<file path="src/rtl/pipe_stage_elastic.sv">
// Elastic pipeline stage: valid/ready handshake over a main entry plus a skid entry,
// with synchronous flush (ctrl cleared to a bubble, data held) and a saturating stall counter.
module pipe_stage_elastic #(
  parameter int unsigned CTRL_W = 16,
  parameter int unsigned DATA_W = 128,
  parameter int unsigned CNT_W  = 16
) (
  input  logic              clk,
  input  logic              rst,
  input  logic              flush,
  input  logic              in_valid,
  output logic              in_ready,
  input  logic [CTRL_W-1:0] in_ctrl,
  input  logic [DATA_W-1:0] in_data,
  output logic              out_valid,
  input  logic              out_ready,
  output logic [CTRL_W-1:0] out_ctrl,
  output logic [DATA_W-1:0] out_data,
  output logic [1:0]        occupancy,
  output logic [CNT_W-1:0]  stall_cnt
);

  // State is encoded by the valid bits {skid, main}; skid is never valid without main.
  typedef enum logic [1:0] {
    StEmpty = 2'b00,
    StOne   = 2'b01,
    StFull  = 2'b11
  } stateT;

  logic              mainValidQ, mainValidD;
  logic              skidValidQ, skidValidD;
  logic [CTRL_W-1:0] mainCtrlQ, mainCtrlD;
  logic [CTRL_W-1:0] skidCtrlQ, skidCtrlD;
  logic [DATA_W-1:0] mainDataQ, mainDataD;
  logic [DATA_W-1:0] skidDataQ, skidDataD;
  logic [CNT_W-1:0]  stallCntQ, stallCntD;
  stateT             state;
  logic              acc;
  logic              pop;

  assign state     = stateT'({skidValidQ, mainValidQ});
  assign in_ready  = ~skidValidQ;
  assign out_valid = mainValidQ;
  assign out_ctrl  = mainValidQ ? mainCtrlQ : '0;
  assign out_data  = mainDataQ;
  assign occupancy = {skidValidQ, mainValidQ & ~skidValidQ};
  assign stall_cnt = stallCntQ;
  assign acc       = in_valid & in_ready;
  assign pop       = out_valid & out_ready;

  always_comb begin
    mainValidD = mainValidQ;
    skidValidD = skidValidQ;
    mainCtrlD  = mainCtrlQ;
    skidCtrlD  = skidCtrlQ;
    mainDataD  = mainDataQ;
    skidDataD  = skidDataQ;
    stallCntD  = stallCntQ;

    unique case (state)
      StEmpty: begin
        if (acc) begin
          mainValidD = 1'b1;
          mainCtrlD  = in_ctrl;
          mainDataD  = in_data;
        end
      end
      StOne: begin
        if (acc && pop) begin
          mainCtrlD = in_ctrl;
          mainDataD = in_data;
        end else if (acc) begin
          skidValidD = 1'b1;
          skidCtrlD  = in_ctrl;
          skidDataD  = in_data;
        end else if (pop) begin
          mainValidD = 1'b0;
        end
      end
      default: begin
        if (pop) begin
          mainCtrlD  = skidCtrlQ;
          mainDataD  = skidDataQ;
          skidValidD = 1'b0;
        end
      end
    endcase

    // Flush squashes to a bubble; a pop this cycle has already transferred downstream.
    if (flush) begin
      mainValidD = 1'b0;
      skidValidD = 1'b0;
      mainCtrlD  = '0;
      skidCtrlD  = '0;
      mainDataD  = mainDataQ;
      skidDataD  = skidDataQ;
    end

    if (mainValidQ && !out_ready && (stallCntQ != '1)) begin
      stallCntD = stallCntQ + CNT_W'(1);
    end
  end

  always_ff @(posedge clk) begin
    if (rst) begin
      mainValidQ <= 1'b0;
      skidValidQ <= 1'b0;
      mainCtrlQ  <= '0;
      skidCtrlQ  <= '0;
      mainDataQ  <= '0;
      skidDataQ  <= '0;
      stallCntQ  <= '0;
    end else begin
      mainValidQ <= mainValidD;
      skidValidQ <= skidValidD;
      mainCtrlQ  <= mainCtrlD;
      skidCtrlQ  <= skidCtrlD;
      mainDataQ  <= mainDataD;
      skidDataQ  <= skidDataD;
      stallCntQ  <= stallCntD;
    end
  end

endmodule

</file>
<file path="config.mk">
export PLATFORM = sky130hd
export DESIGN_NAME = pipe_stage_elastic
export DESIGN_NICKNAME = d
export VERILOG_FILES = /design/src/rtl/pipe_stage_elastic.sv
export SDC_FILE = /design/constraint.sdc
export NUM_CORES = 1
export LEC_CHECK = 0
export ABC_AREA = 1
export CORE_UTILIZATION = 29
export DETAILED_ROUTE_END_ITERATION = 10
export GPL_ROUTABILITY_DRIVEN = 1
export PLACE_DENSITY_LB_ADDON = 0.08
export SLEW_MARGIN = 20
export SYNTH_ARGS = -nofsm -noshare
export SYNTH_HDL_FRONTEND = slang
export SYNTH_SLANG_ARGS = --single-unit
export TNS_END_PERCENT = 5
</file>
<file path="constraint.sdc">
create_clock -name clk -period 1.7 [get_ports clk]
set_input_delay 0.255 -clock clk [delete_from_list [all_inputs] [get_ports clk]]
set_output_delay 0.255 -clock clk [all_outputs]
set_load 0.005 [all_outputs]
</file>
==> impl_metrics.env <==
export IMPL_post_synth_inst_count=1791
export IMPL_cts_sink_count=306
export IMPL_grtUsageMet2_pct=27.9
export IMPL_clock_skew_ns=0.0134
export IMPL_tritoncts_clock_tree="yes"
export IMPL_drv_slew=0
export IMPL_seqPwrFrac_pct=42.3
export IMPL_finalSetupViolations=5
export IMPL_floorplan_die_width_um=211
export IMPL_rsz_0062_raised_after_global_routing="yes"
export IMPL_core_sq_um=43200
export IMPL_portBuffers=312
export IMPL_ys_async_sr_fraction_pct=0
export IMPL_drt_antenna_violating_nets=0
export IMPL_final_fill_count=4417
export IMPL_family_of_cells_with_the_greatest_summed_delay_on_the_critical_path="buffers and inverters"
export IMPL_fmax_mhz=579
export IMPL_worst_ep_arrival_time_ns=1.47
export IMPL_drtIter0Drc=583
export IMPL_worstHoldPathType="primary input to flip-flop"
export IMPL_clock_tree_htree_level_count=2
export IMPL_synth_distinct_cells=26
export IMPL_swShare_pct=22.9
export IMPL_first_global_vias=11300
export IMPL_rr_endpoint="out_data[17]$_SDFFE_PP0P_"
export IMPL_synth_largest_type_area_fraction_pct=48.2
export IMPL_worst_path_max_delay_cell="sky130_fd_sc_hd__dfxtp_4"
export IMPL_power_share_clock_pct=47.2
export IMPL_worst_setup_path_type="flip-flop to output pin"
export IMPL_maxSlewHeadroom_pct=54.2
export IMPL_insertion_delay_ns=0.53
export IMPL_yosys_area_share_xor_xnor_pct=0
export IMPL_power_per_cell_area_nw_per_um2=993
export IMPL_fp_row_count=76
export IMPL_share_of_cells_above_drive_strength_1_pct=9.83
export IMPL_worst_ep_required_time_ns=1.44
export IMPL_largest_net_degree_at_the_start_of_global_routing=148
export IMPL_power_switching_w=0.00412
export IMPL_syn_std_cell_area_sq_um=12700
export IMPL_netlist_top_cell_by_area="sky130_fd_sc_hd__dfxtp_1"
export IMPL_numCtsBuffers=36
export IMPL_synth_mux_area_share_pct=0.236
export IMPL_compound_gate_portion_of_the_synthesized_area_pct=21.2
export IMPL_post_route_worst_setup_slack_ns=-0.0267
export IMPL_global_route_usage_met1_pct=24.4
export IMPL_timing_hold_worst_start="in_ctrl[8]"
export IMPL_yosys_area_share_adder_pct=0.0985
export IMPL_critical_path_max_stage_delay_ns=0.36
export IMPL_place_congestion=0.776
export IMPL_drt_pre_antenna_iters=5
export IMPL_cts_path_max_buffers=3
export IMPL_min_delay_worst_endpoint="skidCtrlQ[8]$_SDFFE_PP0P_"
export IMPL_num_io_pins=313
export IMPL_timing_critical_path_depth=6
export IMPL_min_path_cells=3
export IMPL_globalRouteOverflowTotal=0
export IMPL_cells_traversed_along_the_worst_timing_path="buf_4 -> buf_6 -> buf_6 -> nand2_2 -> inv_1 -> buf_2"
export IMPL_timing_rr_start="out_valid$_SDFFE_PP0P_"
export IMPL_routedWlPerCell_um=14.7
export IMPL_finalWorstPathRequiredPeriod_ns=1.73
export IMPL_synthFlopType="sky130_fd_sc_hd__dfxtp_1"
export IMPL_crit_path_start_kind="flip-flop"
export IMPL_drcViolationCount=0
export IMPL_start_util_pct=29.4
export IMPL_worst_path_most_repeated_cell="sky130_fd_sc_hd__buf_6"
export IMPL_antenna_found_initial=1
export IMPL_cts_hold_repair_buffers=0
export IMPL_synthSimpleGateAreaFrac_pct=20.1
export IMPL_worstPathBufferInverterCount=5
export IMPL_synthesis_nets=1941
export IMPL_postSynthRegisterBits=306
export IMPL_synth_top_cells_by_area="sky130_fd_sc_hd__dfxtp_1 48%, sky130_fd_sc_hd__o21ai_0 13%, sky130_fd_sc_hd__nor2_1 10%"
export IMPL_die_h_um=211
export IMPL_power_leakage_nw=7.86
export IMPL_p_int_w=0.0139
export IMPL_final_hold_violation_count=0
export IMPL_syn_avg_cell_area_sq_um=7.09
export IMPL_wirelength_um=39800
export IMPL_grt_pass1_wl_um=62500
export IMPL_failed_checks="setup timing"
export IMPL_grt_use_met3_pct=3.32
export IMPL_dp_cells=2631
export IMPL_final_instance_count_excl_fill=2702
export IMPL_nNetsFinal=2240
export IMPL_drv_max_cap_violation_count=0
export IMPL_ys_seq_area_share_pct=48.2
export IMPL_tightestPinTransition_ns=0.687
export IMPL_worstPathMaxFanout=4
export IMPL_die_area_sq_um=44600
export IMPL_post_place_ws_ns=-0.251
export IMPL_timing_final_crit_share_pct=102
export IMPL_synth_top_family_by_area="compound AO/OA/AOI/OAI gates"
export IMPL_cts_root_buffer_cell="sky130_fd_sc_hd__clkbuf_16"
export IMPL_grt_busiest_layer="met2"
export IMPL_route_detailed_vias_per_inst=4.49
export IMPL_routed_via_count=12100
export IMPL_run_status="finished with violations"
export IMPL_synth_cells_most_frequent="348 x sky130_fd_sc_hd__nor2_1, 334 x sky130_fd_sc_hd__o21ai_0, 306 x sky130_fd_sc_hd__dfxtp_1"
export IMPL_rrSetupSlack_ns=0.07
export IMPL_cell_count_of_the_worst_reg_to_reg_path=9
export IMPL_grt_resource_usage_total_pct=17.6
export IMPL_dp_hpwl_um=26800
export IMPL_worst_setup_path_end_kind="output pin"
export IMPL_yosysMostFrequentCell="sky130_fd_sc_hd__nor2_1"
export IMPL_yosysWarningCount=0
export IMPL_synth_edf_count=0
export IMPL_ir_worst_vdd_mv=0.648
export IMPL_pwr_share_comb_pct=10.4
export IMPL_syn2layout_area_growth_pct=42.7
export IMPL_worst_setup_hold_path_clk_slew_ns=0.06
[layout by cell type (no fill, tap or decap), types with 7 or more instances in the layout]
cell and n:
sky130_fd_sc_hd__clkbuf_16 37, sky130_fd_sc_hd__nor2_1 341, sky130_fd_sc_hd__o21ai_1 59, sky130_fd_sc_hd__buf_12 22, sky130_fd_sc_hd__dlymetal6s2s_1 18, sky130_fd_sc_hd__clkbuf_2 7
sky130_fd_sc_hd__bufinv_16 8, sky130_fd_sc_hd__buf_4 51, sky130_fd_sc_hd__dfxtp_1 272, sky130_fd_sc_hd__a21oi_1 147, sky130_fd_sc_hd__clkdlybuf4s50_1 247, sky130_fd_sc_hd__clkinv_2 9
sky130_fd_sc_hd__nand2_1 267, sky130_fd_sc_hd__dlygate4sd2_1 34, sky130_fd_sc_hd__o21ai_0 331, sky130_fd_sc_hd__nand3_1 29, sky130_fd_sc_hd__inv_1 148, sky130_fd_sc_hd__dfxtp_4 7
sky130_fd_sc_hd__dfxtp_2 27
[power by group through the flow]
| stage | combinational, W | clock (W) | sequential [W] |
|---|---|---|---|
| after CTS | 0.00190 | 0.00877 | 0.00762 |
| after global routing | 0.00209 | 0.00904 | 0.00764 |
| after floorplan | 0.000763 | 0 | 0.00774 |
| after detailed placement | 0.00191 | 0 | 0.00777 |
| final | 0.00188 | 0.00850 | 0.00761 |
| after global placement | 0.00190 | 0 | 0.00778 |
[cell type report]
| cell class | count | area (sq um) | area share [%] |
|---|---|---|---|
| Antenna cell | 1 | 2.50 | 0.0138 |
| Tap cell | 585 | 732 | 4.04 |
| Inverter | 156 | 598 | 3.30 |
| Sequential cell | 306 | 6190 | 34.1 |
| Clock inverter | 17 | 285 | 1.57 |
| Clock buffer | 47 | 1010 | 5.59 |
| Multi-Input combinational cell | 1200 | 5350 | 29.5 |
| Timing Repair Buffer | 390 | 3960 | 21.8 |
[repair_timing]
item / 4_1_cts / 5_1_grt
cloned: 1 / 0
setup endpoints to repair: 76 / 40
endpoints found under the hold margin: 0 / 0
gates resized for setup: 104 / 57
setup buffers: 1 / 4
[cell families (layout without fill, tap and decap cells)]
logic type	count (synthesis)	after routing
flip-flops	306	306
multiplexers	3	3
AND/OR/NAND/NOR	658	658
other	0	1
adder cells (fa/ha/maj)	1	1
buffers and inverters	285	610
AO/OA/AOI/OAI	538	538
[per-layer routing]
metal  routed length (um)  vias up  share of wire, %
li1                     -     6326                 -
met1                19100     5493                48
met2                18000      271                45
met3                 2020       44               5.1
met4                  600        2               1.5
met5                   13        -             0.033
[registers in the layout (all words and copies together), names as in the netlist]
signal and count:
out_data 128, skidDataQ 128, mainCtrlQ 16, skidCtrlQ 16
stall_cnt 16, out_valid 1, skidValidQ 1
[worst max-delay path by stage]
stage | start | to | slack (ns)
floorplan | stall_cnt[0]$_SDFFE_PP0P_ | stall_cnt[4]$_SDFFE_PP0P_ | 0.22
finish | out_valid$_SDFFE_PP0P_ | out_ctrl[3] | -0.03
global placement | in_valid | out_data[107]$_SDFFE_PP0P_ | -0.23
CTS | out_valid$_SDFFE_PP0P_ | out_ctrl[14] | -0.24
detailed placement | in_valid | out_data[35]$_SDFFE_PP0P_ | -0.25
global route | out_valid$_SDFFE_PP0P_ | out_ctrl[3] | -0.09
[worst reg2reg max path, stage by stage (launching register included)]
cell and delay, ns:
sky130_fd_sc_hd__dfxtp_4 0.36, sky130_fd_sc_hd__buf_6 0.13, sky130_fd_sc_hd__buf_4 0.13, sky130_fd_sc_hd__nand2_4 0.10
sky130_fd_sc_hd__nand2_2 0.09, sky130_fd_sc_hd__nor2_4 0.18, sky130_fd_sc_hd__buf_4 0.22, sky130_fd_sc_hd__buf_4 0.17
sky130_fd_sc_hd__o21ai_0 0.08, sky130_fd_sc_hd__nor2_1 0.10
[through the flow]
stage	hold slack [ns]	power, W	util (%)	instance area (sq um)	setup TNS (ns)
6_report	0.336	0.0180	42.0	18100	-0.0732
3_3_place_gp	0.432	0.00968	38.7	16700	-33.56
5_1_grt	0.328	0.0188	42.0	18100	-2.94
4_1_cts	0.296	0.0183	41.7	18000	-0.690
2_1_floorplan	0.390	0.00850	-	12700	0
3_5_place_dp	0.437	0.00968	38.7	16700	-35.74
Power figures use the tool's default switching activity.
